===== config.mk =====
export PLATFORM = sky130hd
export DESIGN_NAME = washer_input_conditioner_flat
export DESIGN_NICKNAME = d
export VERILOG_FILES = /design/src/rtl/washer_input_conditioner_if.sv /design/src/rtl/washer_input_conditioner.sv /design/src/flat_wrapper.sv
export SDC_FILE = /design/constraint.sdc
export NUM_CORES = 1
export LEC_CHECK = 0
export ABC_AREA = 1
export BUFFER_PORTS_ARGS = -buffer_cell sky130_fd_sc_hd__buf_2
export CAP_MARGIN = 20
export CORE_MARGIN = 2
export CORE_UTILIZATION = 60
export DETAILED_ROUTE_END_ITERATION = 8
export PLACE_DENSITY = 0.85
export RECOVER_POWER = 50
export SLEW_MARGIN = 30
export SYNTH_ARGS = -nofsm -noshare
export SYNTH_HDL_FRONTEND = slang
export SYNTH_HIERARCHICAL = 1
export SYNTH_SLANG_ARGS = --single-unit

===== constraint.sdc =====
create_clock -name clk -period 2.3 [get_ports clk]
set_clock_uncertainty 0.05 [all_clocks]
set_input_delay 0.115 -clock clk [delete_from_list [all_inputs] [get_ports clk]]
set_output_delay 0.115 -clock clk [all_outputs]
set_load 0.01 [all_outputs]

===== src/rtl/washer_input_conditioner_if.sv =====
// Signal bundle between the washer front-end conditioner and its user.
// Carries raw panel inputs, the controller handshake and the conditioned outputs.
interface washer_input_conditioner_if;
   logic [1:0] clk_freq;
   logic       coin_raw;
   logic       double_raw;
   logic       pause_raw;
   logic       wash_done;
   logic       coin_in;
   logic       double_wash;
   logic       timer_pause;
   logic [2:0] credit;
   logic       double_sel;

   modport master (
      output clk_freq,
      output coin_raw,
      output double_raw,
      output pause_raw,
      output wash_done,
      input  coin_in,
      input  double_wash,
      input  timer_pause,
      input  credit,
      input  double_sel
   );

   modport slave (
      input  clk_freq,
      input  coin_raw,
      input  double_raw,
      input  pause_raw,
      input  wash_done,
      output coin_in,
      output double_wash,
      output timer_pause,
      output credit,
      output double_sel
   );
endinterface


===== src/rtl/washer_input_conditioner.sv =====
// Washer front end: syncs/debounces coin, double and pause inputs, keeps credit,
// arms one wash and holds coin_in/double_wash until wash_done rises.
// Ports: clk, rst (async high), bus (slave): clk_freq, *_raw, wash_done in;
// coin_in, double_wash, timer_pause, credit, double_sel out.

module washer_debounce #(
   parameter int CNT_W = 8
) (
   input  logic             clk,
   input  logic             rst,
   input  logic             raw,
   input  logic [CNT_W-1:0] last,
   output logic             stable
);
   logic [1:0]       sync;
   logic [CNT_W-1:0] cnt;
   logic             synced;

   assign synced = sync[1];

   always_ff @(posedge clk or posedge rst) begin
      if (rst) begin
         sync <= '0;
      end else begin
         sync <= {sync[0], raw};
      end
   end

   // stable only follows the input after it has differed for last+1 clocks
   always_ff @(posedge clk or posedge rst) begin
      if (rst) begin
         cnt    <= '0;
         stable <= 1'b0;
      end else if (synced == stable) begin
         cnt <= '0;
      end else if (cnt == last) begin
         cnt    <= '0;
         stable <= ~stable;
      end else begin
         cnt <= cnt + CNT_W'(1);
      end
   end
endmodule

module washer_input_conditioner #(
   parameter int DEBOUNCE_US  = 2,
   parameter int PRICE        = 1,
   parameter int DOUBLE_PRICE = 2,
   parameter int MAX_CREDIT   = 7,
   parameter int CNT_W        = 8
) (
   input logic                       clk,
   input logic                       rst,
   washer_input_conditioner_if.slave bus
);
   typedef enum logic {
      IDLE,
      RUNNING
   } state_t;

   localparam logic [3:0] PRICE4  = 4'(PRICE);
   localparam logic [3:0] DPRICE4 = 4'(DOUBLE_PRICE);
   localparam logic [3:0] MAX4    = 4'(MAX_CREDIT);
   localparam logic [2:0] MAX3    = 3'(MAX_CREDIT);

   state_t     state;
   state_t     state_d;
   logic [2:0] credit_r;
   logic [2:0] credit_d;
   logic       coin_in_r;
   logic       coin_in_d;
   logic       dw_r;
   logic       dw_d;
   logic       ds_r;
   logic       ds_d;
   logic       tp_r;
   logic       tp_d;

   logic [CNT_W-1:0] last;
   logic             coin_stb;
   logic             dbl_stb;
   logic             pause_stb;
   logic             coin_q;
   logic             dbl_q;
   logic             done_q;
   logic             done_rise;
   logic             coin_edge;
   logic             dbl_edge;
   logic             arm;
   logic [3:0]       req;
   logic [3:0]       sum;

   // window scales with clock rate so the filter time stays constant in us
   assign last = (CNT_W'(DEBOUNCE_US) << bus.clk_freq) - CNT_W'(1);

   washer_debounce #(.CNT_W(CNT_W)) u_coin (
      .clk    (clk),
      .rst    (rst),
      .raw    (bus.coin_raw),
      .last   (last),
      .stable (coin_stb)
   );

   washer_debounce #(.CNT_W(CNT_W)) u_dbl (
      .clk    (clk),
      .rst    (rst),
      .raw    (bus.double_raw),
      .last   (last),
      .stable (dbl_stb)
   );

   washer_debounce #(.CNT_W(CNT_W)) u_pause (
      .clk    (clk),
      .rst    (rst),
      .raw    (bus.pause_raw),
      .last   (last),
      .stable (pause_stb)
   );

   // done_rise is registered so a level already high never looks like an edge
   always_ff @(posedge clk or posedge rst) begin
      if (rst) begin
         coin_q    <= 1'b0;
         dbl_q     <= 1'b0;
         done_q    <= 1'b0;
         done_rise <= 1'b0;
      end else begin
         coin_q    <= coin_stb;
         dbl_q     <= dbl_stb;
         done_q    <= bus.wash_done;
         done_rise <= bus.wash_done & ~done_q;
      end
   end

   assign coin_edge = coin_stb & ~coin_q;
   assign dbl_edge  = dbl_stb & ~dbl_q;
   assign req       = ds_r ? DPRICE4 : PRICE4;

   always_ff @(posedge clk or posedge rst) begin
      if (rst) begin
         state     <= IDLE;
         credit_r  <= '0;
         coin_in_r <= 1'b0;
         dw_r      <= 1'b0;
         ds_r      <= 1'b0;
         tp_r      <= 1'b0;
      end else begin
         state     <= state_d;
         credit_r  <= credit_d;
         coin_in_r <= coin_in_d;
         dw_r      <= dw_d;
         ds_r      <= ds_d;
         tp_r      <= tp_d;
      end
   end

   always_comb begin
      state_d   = state;
      coin_in_d = coin_in_r;
      dw_d      = dw_r;
      ds_d      = ds_r;
      arm       = 1'b0;
      unique case (state)
         IDLE: begin
            if ({1'b0, credit_r} >= req) begin
               arm       = 1'b1;
               state_d   = RUNNING;
               coin_in_d = 1'b1;
               dw_d      = ds_r;
            end else if (dbl_edge) begin
               ds_d = ~ds_r;
            end
         end
         RUNNING: begin
            if (done_rise) begin
               state_d   = IDLE;
               coin_in_d = 1'b0;
               dw_d      = 1'b0;
               ds_d      = 1'b0;
            end
         end
         default: state_d = IDLE;
      endcase

      // arm uses the old credit; a coin on the same edge still counts
      sum = {1'b0, credit_r} + {3'b000, coin_edge};
      if (arm) begin
         sum = sum - req;
      end
      credit_d = (sum > MAX4) ? MAX3 : sum[2:0];
      tp_d     = (state_d == RUNNING) & pause_stb;
   end

   assign bus.coin_in     = coin_in_r;
   assign bus.double_wash = dw_r;
   assign bus.timer_pause = tp_r;
   assign bus.credit      = credit_r;
   assign bus.double_sel  = ds_r;
endmodule


===== src/flat_wrapper.sv =====
// flat-port wrapper written by rule: the top's interface ports become plain ports
module washer_input_conditioner_flat 
#(
   parameter int DEBOUNCE_US  = 2,
   parameter int PRICE        = 1,
   parameter int DOUBLE_PRICE = 2,
   parameter int MAX_CREDIT   = 7,
   parameter int CNT_W        = 8
)
  (clk, rst, bus_clk_freq, bus_coin_raw, bus_double_raw, bus_pause_raw, bus_wash_done, bus_coin_in, bus_double_wash, bus_timer_pause, bus_credit, bus_double_sel);
  washer_input_conditioner_if bus_i ();
  input logic clk;
  input logic rst;
  input wire logic [$bits(bus_i.clk_freq)-1:0] bus_clk_freq;
  input wire logic [$bits(bus_i.coin_raw)-1:0] bus_coin_raw;
  input wire logic [$bits(bus_i.double_raw)-1:0] bus_double_raw;
  input wire logic [$bits(bus_i.pause_raw)-1:0] bus_pause_raw;
  input wire logic [$bits(bus_i.wash_done)-1:0] bus_wash_done;
  output wire logic [$bits(bus_i.coin_in)-1:0] bus_coin_in;
  output wire logic [$bits(bus_i.double_wash)-1:0] bus_double_wash;
  output wire logic [$bits(bus_i.timer_pause)-1:0] bus_timer_pause;
  output wire logic [$bits(bus_i.credit)-1:0] bus_credit;
  output wire logic [$bits(bus_i.double_sel)-1:0] bus_double_sel;
  assign bus_i.clk_freq = bus_clk_freq;
  assign bus_i.coin_raw = bus_coin_raw;
  assign bus_i.double_raw = bus_double_raw;
  assign bus_i.pause_raw = bus_pause_raw;
  assign bus_i.wash_done = bus_wash_done;
  assign bus_coin_in = bus_i.coin_in;
  assign bus_double_wash = bus_i.double_wash;
  assign bus_timer_pause = bus_i.timer_pause;
  assign bus_credit = bus_i.credit;
  assign bus_double_sel = bus_i.double_sel;
  washer_input_conditioner #(.DEBOUNCE_US(DEBOUNCE_US), .PRICE(PRICE), .DOUBLE_PRICE(DOUBLE_PRICE), .MAX_CREDIT(MAX_CREDIT), .CNT_W(CNT_W)) u_core (.clk(clk), .rst(rst), .bus(bus_i));
endmodule

* After elaboration in Yosys (flattened, before gate mapping)
Cells that the tools add are included.
** Cells by class
- Add/subtract/negate cells :: 6
- Magnitude comparators :: 2
- Eq/ne operators :: 10
- Shift-type cells :: 1
- Muxes and demuxes :: 21
- Bitwise operators :: 15
- Reductions and logical operators :: 5
** Operators with widths (count)
- $mux 8 :: 6
- $add 8x1->8 const B :: 3
- $eq 8x8->1 :: 3
- $not 1->1 :: 11
- $mux 1 :: 8
- $pmux 1 s2 :: 4
- $reduce_and 2->1 :: 4
- $shl 2x2->8 const A :: 1
- $sub 8x2->8 const B :: 1
- $add 3x1->4 :: 1
- $and 1x1->1 :: 4
- $ge 3x4->1 :: 1
- $gt 4x3->1 const B :: 1
- $mux 4 :: 1
- $ne 2x1->1 const B :: 2
- $ne 2x2->1 const B :: 2
- $sub 4x4->4 :: 1
- $eq 1x1->1 :: 3
- $mux 3 :: 1
- $reduce_and 3->1 :: 1
- $mux 2 :: 1
** Word-level totals
- Bits in registers :: 45
- Input bits :: 8
- Output and inout bits :: 7
- Word-level logic and storage cells :: 79

* Depth between registers and ports, before layout
Gate-level depths: netlist (run 1).
- Depth in word-level cells :: 7
- Depth in mapped cells :: 13
- Depth with buffers taken out :: 13

* Modules after synthesis
Netlist (run 1), hierarchy kept.
** By module, submodules not included
- washer_debounce :: times used 3, cells an instance 78, area each 608.1 µm², sequential area each 275.3 µm²
- washer_input_conditioner :: times used 1, cells an instance 93, area each 745.7 µm², sequential area each 300.3 µm²

* Worst setup path after synthesis (run 1)
OpenSTA, ideal clock, no wires.
- Path type :: reg2reg
- Start :: register u_core.u_coin.stable
- End :: register u_core.credit_r[2], in the netlist u_core/bus.credit[2]
- Library setup time :: 0.118 ns
- Arrival :: 1.699 ns
- Path slack :: 0.433 ns
- Cell stages (with the launch flop) :: 13
- Buffers on the path :: 0
- Clock period less this slack :: 1.867 ns
- Path through :: dfrtp_1 -> inv_1 -> nor2_1 -> ha_1 -> ha_1 -> inv_1 -> fa_1 -> nand3_1 -> nand2_1 -> nand2_1 -> nand2_1 -> inv_1 -> nand2_1
** On the way
- Word-level cells in the longest chain between the ends :: 6
** RTL lines
- from (decl) :: line washer_input_conditioner.sv:13 : output logic stable
- from (signal assigned) :: line washer_input_conditioner.sv:38 : stable <= ~stable;
- $and 1x1->1 (*) :: line washer_input_conditioner.sv:135 : assign coin_edge = coin_stb & ~coin_q;
- $add 3x1->4 (*) :: line washer_input_conditioner.sv:186 : sum = {1'b0, credit_r} + {3'b000, coin_edge};
- $sub 4x4->4 :: line washer_input_conditioner.sv:188 : sum = sum - req;
- $mux 4 (*) :: line washer_input_conditioner.sv:187 : if (arm) begin
- $gt 4x3->1 :: line washer_input_conditioner.sv:190 : credit_d = (sum > MAX4) ? MAX3 : sum[2:0];
- $mux 3 (*) :: line washer_input_conditioner.sv:190
- named net u_core.credit_d[2] :: line washer_input_conditioner.sv:69 : logic [2:0] credit_d;
- to (signal assigned) :: line washer_input_conditioner.sv:149 : credit_r <= credit_d;
- to (decl) :: line washer_input_conditioner.sv:68 : logic [2:0] credit_r;
The timed path passes the listed nets; every way through them passes the cells marked *.
A chain may end at the register's enable or synchronous reset.

* Final worst setup path (run 1)
Same ends and word-level chain as after synthesis.

==> results.txt, run 1 <==
- Minimum period implied by the final worst setup slack: 1.98 ns
- Total Die Area: 0.00482 mm²
- Headroom to the max-slew limit: 44.7%
- The pre-antenna-repair detailed-routing pass consisted of 4 iterations.
- Number of synthesized flops with an enable pin: 0
- Synthesis-stage register bit count: 45
- Crit path from: u_core/u_coin/stable
* Placeable core area: 0.00406 mm²
- Number of buffers inserted to repair setup after CTS: 0
- The startpoint identified for the worst hold timing path is u_core/u_pause/sync[0].
- At the later pin of the worst-skew pair, clock insertion delay measures 0.30 ns.
- In this design, the largest share of critical-path delay is due to adder cells.
* Proportion of synthesized chip area in sequential cells: 43.8%
- Run status: finished clean
* First-pass GRT wire length: 7.91 mm
* Overall Global Routing Usage: 20.6%
* Required time at the worst-slack endpoint: 2.45 ns
- Clock Sinks: 45
- The net count of the finished layout is 385.
* Iter 0 DRT Violations: 89
- Final non-filler cell total: 417
* Fmax: 504 MHz
- The signal on the critical path passes through inv_1 -> nor2_1 -> ha_1 -> ha_1 -> inv_1 -> fa_1 -> nand3_1 -> nand2_1 -> nand2_1 -> nand2_1 -> inv_1 -> nand2_1.
- Initial standard-cell utilization of the core: 63.3%
* Number of max-slew violations in the final report: 0
- Number of diodes added for antenna fixing: 0
- In this run, distinct cell masters in the synthesized netlist total 22.
* Detailed-route wire length: 4.49 mm
- The worst setup path is of the reg2reg kind.
- # Max-Cap Violations: 0
* Arrival @ worst endpoint: 2.14 ns
* Sort of element at the end of the critical path: register
* DP Cell Count: 404
* Top cells by area, synth: dfrtp_1 44%, nand2_1 15%, inv_1 8.0%, xnor2_1 5.1%, nor2_1 5.0%
- Fin. Hold Viols: 0
- In this run the horizontal extent of the chip is 69.4 µm.
- Once placement finished, the instance area stood at 0.00275 mm².
* Buffering stage count on the worst path with inverters included: 3
* Cell count after synthesis: 327
- Fraction of the core area covered by cells at the end of the flow: 71.4%
* Fraction of layout instances using a drive strength above 1: 13.4%
- For this run, the leading register cell type out of synthesis is dfrtp_1.
- Areal power density over the cells: 909 mW/mm²
* Layout overhead on the synthesized area: 12.7%
- HPWL Detailed: 3.41 mm
- The startpoint identified for the worst register-to-register timing path is u_core/u_coin/stable.
* Share of Yosys cell area claimed by the top area cell type: 43.8%
- Via count of the first global-routing pass: 1903
- For this run, the number of Yosys warnings is 6.
- For this run, the slowest stage of the critical path takes 0.42 ns.
- Largest driver fanout on the critical path: 4
- Final period utilization: 86.3%
* Synth Cell Area: 0.00257 mm²
- Most prevalent standard cell on the critical path: nand2_1
* Count of port buffers added during placement: 14
- Setup repair after global routing left no endpoint under its margin.
- Total congestion overflow after global routing: 0
- Least-Margin Pin Slew: 0.826 ns
- Max rail drop VDD: 0.513 mV
* Routed wire per std cell: 10.8 µm
- Clock-pin slew was measured on the worst setup and hold paths at 0.08 ns.
* Syn_area_per_cell: 7.86 µm²
* Standard-cell row count: 23
* Leading area contributor after synthesis: dfrtp_1
* DRT antenna net count: 0
- The initial antenna violation count came to 0.
- Setup violations remaining at the end of the flow were counted as 0.
- TritonCTS created 5 clock buffers.
- No sink is reached through more buffers than the 2 on the longest clock path.
- The slowest stage of the critical path is the dfrtp_1 cell.
- RePlAce Congestion: 0.820
* H-tree level count: 2
- In this run the count of I/O pins placed on the die edge is 15.
- Across all layers, the routed design uses 1981 vias.
* Root cell of the clock tree: clkbuf_8
- Leakage power total: 0.00154 µW
* TritonCTS clock tree: built
- After routing, the total negative slack on setup checks comes to 0 ns.
- Counting flops with an async set or reset pin after synthesis yields a share of 100%.
* DR vias/cell: 4.75
* Drc violations: 0
* Class of the tightest hold or removal check: reg2reg
- The worst setup path is launched from a register.
- Entering global routing, the biggest net connects 15 pins.
- Once layout is done, the placed cells without fillers occupy 0.00290 mm².
- The floorplan step set the die height to 69.4 µm.
## worst paths after layout
path | slack (ns) | depth (start not counted) | end
setup / recovery | 0.32 | 12 | u_core/bus.credit[2]
hold / removal | 0.31 | 0 | u_core/u_pause/sync[1]
setup reg to reg | 0.32 | 12 | u_core/bus.credit[2]
min in group asynchronous | 0.35 | 3 | u_core/u_pause/cnt[0]
hold reg to reg | 0.31 | 0 | u_core/u_pause/sync[1]
max in group asynchronous | 1.51 | 3 | u_core/coin_q
## cell type report
type | instances | area [µm²]
clock inverters | 2 | 13.8
flip-flops and latches | 45 | 1130
multi-input cells | 238 | 1280
clock buffers | 6 | 82.6
fillers | 324 | 1160
repair buffers | 19 | 118
inverters | 57 | 214
well taps | 50 | 62.6
## registers in the layout, summed over array words and instances (netlist names), 2 cells and up
name                 cells
u_core/u_pause/sync      2
u_core/bus.credit        3
u_core/u_coin/cnt        8
u_core/u_dbl/cnt         8
u_core/u_coin/sync       2
u_core/u_pause/cnt       8
u_core/u_dbl/sync        2
## timing repair
action / 4_1_cts / 5_1_grt
hold endpoints to repair: 50 / 0
gates resized for setup: 0 / 0
hold buffers: 5 / 0
## layer usage
| layer | GRT usage [%] | vias to the layer above | part of all wire [%] |
|---|---|---|---|
| li1 | - | 1041 | - |
| met5 | 0 | - | 0 |
| met2 | 35.4 | 24 | 49 |
| met1 | 25.0 | 907 | 46 |
| met3 | 4.65 | 9 | 3.0 |
| met4 | 8.28 | 0 | 2.0 |
## cells in the mapped netlist (2+ instances only)
master and number:
nand2_1 102, inv_1 55, dfrtp_1 45, nor2_1 34
xnor2_1 15, nand3_1 13, ha_1 10, xor2_1 9
nand2_2 7, o21ai_0 7, nand4_1 5, nor2_2 5
nand2_4 4, nand3_2 4, nor3_2 3, conb_1 2
inv_2 2
## per-stage QoR
stage	hold WS (ns)	setup WS (ns)	total power [µW]
6_report	0.305	0.315	2630
5_1_grt	0.314	0.131	2880
4_1_cts	0.308	0.305	2660
3_5_place_dp	0.112	0.184	2130
3_3_place_gp	0.102	0.321	2090
2_1_floorplan	-0.0826	0.433	1900
## cell families (layout without fill, tap and decap cells)
group | after synthesis | in the layout | share of synthesized area [%]
AND/OR/NAND/NOR | 179 | 179 | 31.6
buffers and inverters | 57 | 84 | 8.33
flip-flops | 45 | 45 | 43.8
XOR/XNOR | 24 | 24 | 8.18
adder cells (fa/ha/maj) | 11 | 11 | 5.65
AO/OA/AOI/OAI | 9 | 9 | 2.14
other | 2 | 15 | 0.292
## report_power, final
group / internal [µW] / switching [µW] / total (µW)
Clock: 243 / 268 / 511
Sequential: 947 / 179 / 1130
Combinational: 404 / 592 / 996
## cell usage in the layout (no fill, tap or decap)
cell type      synthesis  routed
conb_1                 2      15
nor3_2                 3       3
nand2_4                4       4
o21ai_0                7       7
clkinv_4               0       1
or2_4                  1       1
nand4_1                5       5
buf_2                  0      12
nand3_1               13      13
a21oi_2                1       1
a21boi_2               1       1
clkinv_2               0       1
inv_2                  2       2
or2_2                  1       1
nand3_2                4       4
fa_1                   1       1
nor2_1                34      34
xor2_1                 9       9
clkbuf_8               0       6
nor2_2                 5       5
xnor2_1               15      15
inv_1                 55      55
dlygate4sd3_1          0       5
dfrtp_1               45      45
nand2_1              102     102
ha_1                  10      10
clkbuf_1               0       2
nand2_2                7       7
(Power assumes the default switching activity.)
==> inputs of run 2 (changes only) <==
- PLACE_DENSITY: 0.85 -> 0.79
==> run 2 against run 1 <==
Worst setup slack improved by 0.011 ns. Sequential share of layout area barely moved. Clock power fell by 7.8%. First-iteration DRC count fell by 29%. Global-route usage fell by 1.1 points. Register-to-register slack barely moved. Via count fell by 1.4%. Count of clock-buffer cells in the layout did not move. Combinational power barely moved. Sequential cell count did not move.
==> results.txt, run 2 (synthesis results as in run 1) <==
* Number of buffers inserted to repair setup after CTS: 0 (unchanged)
- The peak clock frequency supported by timing was 507 MHz (was 504 MHz).
- Max stage delay cell, worst path: dfrtp_1 (unchanged)
- The global-route wire length before repair is 7.56 mm (was 7.91 mm).
* Iter 0 DRT Violations: 63 (was 89)
* Fillcell total: 306 (was 324)
- The number of maximum-capacitance constraint violations came to 0 (unchanged).
- Run status: finished clean (unchanged)
- The initial standard-cell utilization of the core is 63.3% (unchanged).
* Largest driver fanout on the critical path: 4 (unchanged)
- Largest net degree at the start of global routing: 15 (unchanged)
* Cells along the critical path: inv_1 -> nor2_1 -> ha_1 -> ha_1 -> inv_1 -> fa_1 -> nand3_1 -> nand2_1 -> nand2_1 -> nand2_1 -> inv_1 -> nand2_1 (unchanged)
- Setup repair after global routing missed its margin: false (unchanged).
- Number of max-slew violations in the final report: 0 (unchanged)
- The initial antenna violation count was 0 (unchanged).
- Number of nets at the end of the flow: 386 (was 385)
- Max rail drop VDD: 0.569 mV (was 0.513 mV)
- Most prevalent standard cell on the critical path: nand2_1 (unchanged)
* Total clock buffers created by CTS: 5 (unchanged)
- The number of non-filler instances in the completed layout came to 418 (was 417).
- Worst-path clk slew: 0.08 ns (about the same)
- Class of the most critical setup path: reg2reg (unchanged)
- The number of global-route vias before repair was 1807 (was 1903).
* Top-Level Pins: 15 (unchanged)
- Fin. Hold Viols: 0 (unchanged)
- The most common cell after layout, fill and taps aside was nand2_1 (unchanged).
- The number of vias after detailed routing is 1954 (was 1981).
- The number of nets still failing antenna checks after routing is 0 (unchanged).
- The core occupancy in the finished layout was 71.3% (was 71.4%).
- The length in cells of the worst reg-to-reg path is 12 (unchanged).
- The count of H-tree levels built during CTS came to 2 (unchanged).
- The kind of capture point of the worst setup path is a register (unchanged).
- Registers with the most flip-flops: u_core/u_coin/cnt: 8 flops, u_core/u_dbl/cnt: 8 flops, u_core/u_pause/cnt: 8 flops (unchanged)
* # hold bufs at CTS: 5 (unchanged)
* Total negative slack: 0 ns (unchanged)
- The final routed wire length divided by cell count was 10.1 µm (was 10.8 µm).
- The arrival time at the worst endpoint was 2.11 ns (was 2.14 ns).
* Fraction of layout instances using a drive strength above 1: 13.3% (was 13.4%)
- Largest delay share family, worst path: adder cells (unchanged)
- Startpoint types: register (unchanged)
- Total Die Area: 0.00482 mm² (unchanged)
- The buffer depth of the longest clock path was 2 (unchanged).
- DR vias/cell: 4.67 (was 4.75)
* DP Cell Count: 405 (was 404)
- The area added between synthesis and finish was 12.6% (was 12.7%).
- The total wire length came to 4.20 mm (was 4.49 mm).
- The worst stage delay on the critical path came to 0.42 ns (about the same).
* Finish-stage setup viols: 0 (unchanged)
- Overall Global Routing Usage: 19.4% (was 20.6%)
* Placeable core area: 0.00406 mm² (unchanged)
* Instance count on the critical path: 12 (unchanged)
* Die Height: 69.4 µm (unchanged)
- The clock root buffer was clkbuf_8 (unchanged).
- Leakage power total: 0.00153 µW (was 0.00154 µW)
* Commonest cells after routing, fill and taps aside: 102 x nand2_1, 55 x inv_1, 45 x dfrtp_1, 34 x nor2_1 (unchanged)
- Smallest hold slack: 0.305 ns (about the same)
- The cell depth of the worst min-delay path came to 0 (unchanged).
- Required time at the worst-slack endpoint: 2.44 ns (was 2.45 ns)
- The detailed placement HPWL came to 3.21 mm (was 3.41 mm).
- The quantity of gates resized following cts was 0 (unchanged).
- TritonCTS clock tree: built (unchanged)
- Areal power density over the cells: 899 mW/mm² (was 909 mW/mm²)
- Standard-cell row count: 23 (unchanged)
* Total congestion overflow after global routing: 0 (unchanged)
* Class of the tightest hold or removal check: reg2reg (unchanged)
- Clk_lat worst skew: 0.29 ns (was 0.30 ns)
- The iteration count of the initial detailed-routing pass is 4 (unchanged).
- The DRC violation count after routing was 0 (unchanged).
- The horizontal die dimension was 69.4 µm (unchanged).
* Clock Sinks: 45 (unchanged)
- RePlAce Congestion: 0.809 (was 0.820)
* Buffering stage count on the worst path with inverters included: 3 (unchanged)
- The final critical-path share of the clock period is 85.8% (was 86.3%).
- Count of port buffers added during placement: 14 (unchanged)
* Number of diodes added for antenna fixing: 0 (unchanged)
- Minimum period implied by the final worst setup slack: 1.97 ns (was 1.98 ns)
- The total chip power is 2600 µW (was 2630 µW).
-- run 2: cell count changes in the layout (fill, tap and decap cells not counted), sizes merged --
| cell | previous run | this run |
|---|---|---|
| buf | 12 | 13 |
| clkinvlp | 0 | 2 |
| clkinv | 2 | 0 |
-- run 2: report_power, final --
part	switching, µW	internal (µW)
clock	257	214
sequential	173	947
combinational	602	407
-- run 2: final timing paths --
path                                        startpoint                endpoint  slack, ns
worst max-delay path              u_core/u_coin/stable    u_core/bus.credit[2]       0.33
worst min-delay path            u_core/u_pause/sync[0]  u_core/u_pause/sync[1]       0.30
worst max register to register    u_core/u_coin/stable    u_core/bus.credit[2]       0.33
worst min register to register  u_core/u_pause/sync[0]  u_core/u_pause/sync[1]       0.30
max in group asynchronous                          rst    u_core/bus.credit[0]       1.48
min in group asynchronous                          rst   u_core/u_pause/cnt[2]       0.37
-- run 2: worst register-to-register path: stages (launching register included) --
cell and delay [ns]:
dfrtp_1 0.42, inv_1 0.06, nor2_1 0.04, ha_1 0.20
ha_1 0.32, inv_1 0.06, fa_1 0.40, nand3_1 0.09
nand2_1 0.05, nand2_1 0.05, nand2_1 0.05, inv_1 0.04
nand2_1 0.04
-- run 2: per-layer routing --
metal | part of all wire (%) | routed length [µm] | up-vias | track usage [%]
met5 | 0 | 0 | - | 0
met4 | 1.0 | 42 | 0 | 5.66
met1 | 46 | 1950 | 884 | 23.6
met3 | 2.7 | 115 | 4 | 4.36
li1 | - | - | 1045 | -
met2 | 50 | 2090 | 21 | 34.5
-- run 2: through the flow --
stage / cell area [µm²] / worst slack (ns)
6_report: 2890 / 0.327
5_1_grt: 2890 / 0.180
4_1_cts: 2900 / 0.324
3_5_place_dp: 2760 / 0.330
3_3_place_gp: 2760 / 0.377
2_1_floorplan: 2620 / 0.433
-- run 2: area by class of cell --
type                            instances  area, µm²  area share (%)
Multi-Input combinational cell        238       1280            44.2
Clock inverter                          2       15.0           0.519
Clock buffer                            6       72.6            2.51
Sequential cell                        45       1130            38.9
Timing Repair Buffer                   20        125            4.32
Inverter                               57        214            7.39
Tap cell                               50       62.6            2.16
==> inputs of run 3 (changes only) <==
- CORE_UTILIZATION: 60 -> 63
- CTS_BUF_LIST: not set -> sky130_fd_sc_hd__clkbuf_2 sky130_fd_sc_hd__clkbuf_4 sky130_fd_sc_hd__clkbuf_8
- PLACE_DENSITY: 0.79 -> 0.82
==> run 3 against run 2 <==
Maximum frequency down 3.7%. Largest power group unchanged. Worst setup slack worse by 0.075 ns. Cell area up 0.43%. Die area down 4.5%. Critical path depth unchanged. Sequential power about the same. Highest routed layer unchanged. Core utilization up 1.9 points. Non-clock buffer count unchanged. Power up 2.6%. Largest cell class unchanged. Sequential share of layout area down 0.17 points. Final cell count unchanged. Wire length up 4.7%.
==> results.txt, run 3 (synthesis results as in run 1) <==
- Run status: finished clean (unchanged).
* Commonest cells after routing, fill and taps aside: 102 x nand2_1, 55 x inv_1, 45 x dfrtp_1, 34 x nor2_1 (unchanged)
* Startpoint types: register (unchanged)
* Number of buffers inserted to repair setup after CTS: 0 (unchanged)
- Total congestion overflow after global routing: 0 (unchanged)
- Minimum period implied by the final worst setup slack: 2.05 ns (was 1.97 ns)
* Total negative slack: 0 ns (unchanged)
- Highest metal layer used by the detailed router: met4 (unchanged)
- Final period utilization: 89.1% (was 85.8%)
- The classification of the worst-slack hold path is reg2reg (unchanged).
- The kind of capture point of the worst setup path was a register (unchanged).
- The critical path class is reg2reg (unchanged).
- The length in cells of the worst reg-to-reg path was 12 (unchanged).
* RePlAce Congestion: 0.829 (was 0.809)
- Fmax: 488 MHz (was 507 MHz)
- The final net count came to 386 (unchanged).
- The buffer depth of the longest clock path is 2 (unchanged).
- DR vias/cell: 4.69 (was 4.67)
- The total clock sinks was 45 (unchanged).
- The clock insertion delay at the later pin of the skew report came to 0.30 ns (was 0.29 ns).
* Areal power density over the cells: 918 mW/mm² (was 899 mW/mm²)
- The largest fanout on the critical path came to 4 (unchanged).
* Fraction of layout instances using a drive strength above 1: 13.6% (was 13.3%)
* H-tree level count: 2 (unchanged)
* First-pass GRT wire length: 7.56 mm (unchanged)
* Root cell of the clock tree: clkbuf_8 (unchanged)
- The number of global-route vias before repair came to 1892 (was 1807).
- The initial standard-cell utilization of the core came to 64.7% (was 63.3%).
- The final routed wire length divided by cell count came to 10.5 µm (was 10.1 µm).
- The most common cell after layout, fill and taps aside is nand2_1 (unchanged).
* Detailed-route wire length: 4.40 mm (was 4.20 mm)
* Drc violations: 0 (unchanged)
* Critical path capture point: u_core/bus.credit[2] (unchanged)
* Detailed-routing iteration count for the pre-antenna-repair pass: 4 (unchanged)
* Fillcell total: 291 (was 306)
- The worst voltage drop across the vdd grid was 0.462 mV (was 0.569 mV).
- The number of antenna cells inserted was 0 (unchanged).
* Fin. Hold Viols: 0 (unchanged)
- HPWL Detailed: 3.26 mm (was 3.21 mm)
- The number of vias after detailed routing came to 1961 (was 1954).
- Worst reg2reg endpoint: u_core/bus.credit[2] (unchanged)
- Registers with the most flip-flops: u_core/u_coin/cnt: 8 flops, u_core/u_dbl/cnt: 8 flops, u_core/u_pause/cnt: 8 flops (unchanged).
* Layout overhead on the synthesized area: 13.1% (was 12.6%)
- Standard-cell row count: 23 (unchanged)
- Largest net degree at the start of global routing: 16 (was 15)
- The count of port buffers added during placement was 14 (unchanged).
- Number of max-slew violations in the final report: 0 (unchanged)
- The number of DRC violations after detailed-routing iteration 0 is 100 (was 63).
- Worst r2r src: u_core/u_coin/stable (unchanged)
- The launching instance or port of the critical path is u_core/u_coin/stable (unchanged).
- Placeable core area: 0.00397 mm² (was 0.00406 mm²)
* Worst Hold Path Cells: 0 (unchanged)
* Total Die Area: 0.00461 mm² (was 0.00482 mm²)
- The number of maximum-capacitance constraint violations is 0 (unchanged).
- Arrival @ worst endpoint: 2.20 ns (was 2.11 ns)
- M1 WL: 2.03 mm (was 1.95 mm)
- The initial antenna violation count came to 0 (unchanged).
- The required time at the worst-slack endpoint was 2.45 ns (was 2.44 ns).
* Overall Global Routing Usage: 22.0% (was 19.4%)
- The number of nets still failing antenna checks after routing is 0 (unchanged).
- TritonCTS clock tree: built (unchanged)
- Met3 layer wire length in the routed design: 141 µm (was 115 µm)
* Leakage power total: 0.00155 µW (was 0.00153 µW)
- Least setup slack across all paths after layout: 0.251 ns (was 0.327 ns)
* Number of gates resized after CTS: 0 (unchanged)
- Die Height: 67.9 µm (was 69.4 µm)
* Worst slack, placed: 0.288 ns (was 0.330 ns)
- Setup repair after global routing missed its margin: false (unchanged)
- Worst-path clk slew: 0.09 ns (was 0.08 ns)
- The horizontal die dimension came to 67.9 µm (was 69.4 µm).
* Detailed-routed wire length on met2: 2.19 mm (was 2.09 mm)
- Setup slack of the worst register-to-register path: 0.25 ns (was 0.33 ns)
* Top-Level Pins: 15 (unchanged)
- The number of CTS-inserted buffers was 5 (unchanged).
* Finish-stage setup viols: 0 (unchanged)
[run 3: changes by cell type in the layout (fill, tap and decap cells not counted), sizes merged]
cell      delta
inv          +1
clkinv       +1
clkinvlp     -2
[run 3: how the worst min path moves through the flow]
stage | from | end | slack, ns
after floorplan | rst | u_core/u_coin/cnt[0] | -0.08
after global routing | u_core/u_dbl/sync[0] | u_core/u_dbl/sync[1] | 0.32
after CTS | u_core/u_dbl/sync[0] | u_core/u_dbl/sync[1] | 0.31
after global placement | rst | u_core/u_coin/sync[0] | 0.12
final | u_core/u_dbl/sync[0] | u_core/u_dbl/sync[1] | 0.30
after detailed placement | rst | u_core/u_dbl/cnt[2] | 0.12
[run 3: repair_timing]
action                                  4_1_cts  5_1_grt
hold buffers                                  5        0
endpoints found under the setup margin        0        0
endpoints found under the hold margin        50        0
[run 3: worst max-delay path: stages, from the launching register on]
cell     delay [ns]
dfrtp_1        0.42
inv_1          0.06
nor2_1         0.04
ha_1           0.19
ha_1           0.34
inv_1          0.09
fa_1           0.40
nand3_1        0.10
nand2_1        0.06
nand2_1        0.06
nand2_1        0.04
inv_1          0.04
nand2_1        0.04
[run 3: per-layer routing]
metal | vias to the layer above | track usage [%]
met1 | 891 | 26.2
met4 | 0 | 6.75
met2 | 22 | 38.5
met5 | - | 0
li1 | 1042 | -
met3 | 6 | 6.25
[run 3: power by group]
group	total [µW]	leakage [µW]	switching [µW]	internal [µW]
clock	534	0.0000518	284	250
sequential	1120	0.000585	172	947
combinational	1010	0.000909	609	405
[run 3: final cells by class]
class	instances	area (µm²)	share of cell area [%]
repair buffers	20	125	4.30
clock buffers	6	82.6	2.84
well taps	50	62.6	2.15
inverters	57	214	7.36
multi-input cells	238	1280	44.0
flip-flops and latches	45	1130	38.7
clock inverters	2	17.5	0.603
[run 3: stage by stage]
step	area (µm²)	instances	total power (µW)	utilization [%]	hold slack, ns
CTS	2910	418	2690	73.3	0.307
floorplan	2620	340	1900	-	-0.0826
global route	2910	418	2920	73.2	0.322
finish	2910	418	2670	73.2	0.305
global placement	2760	405	2090	69.5	0.116
detailed placement	2760	405	2140	69.5	0.124
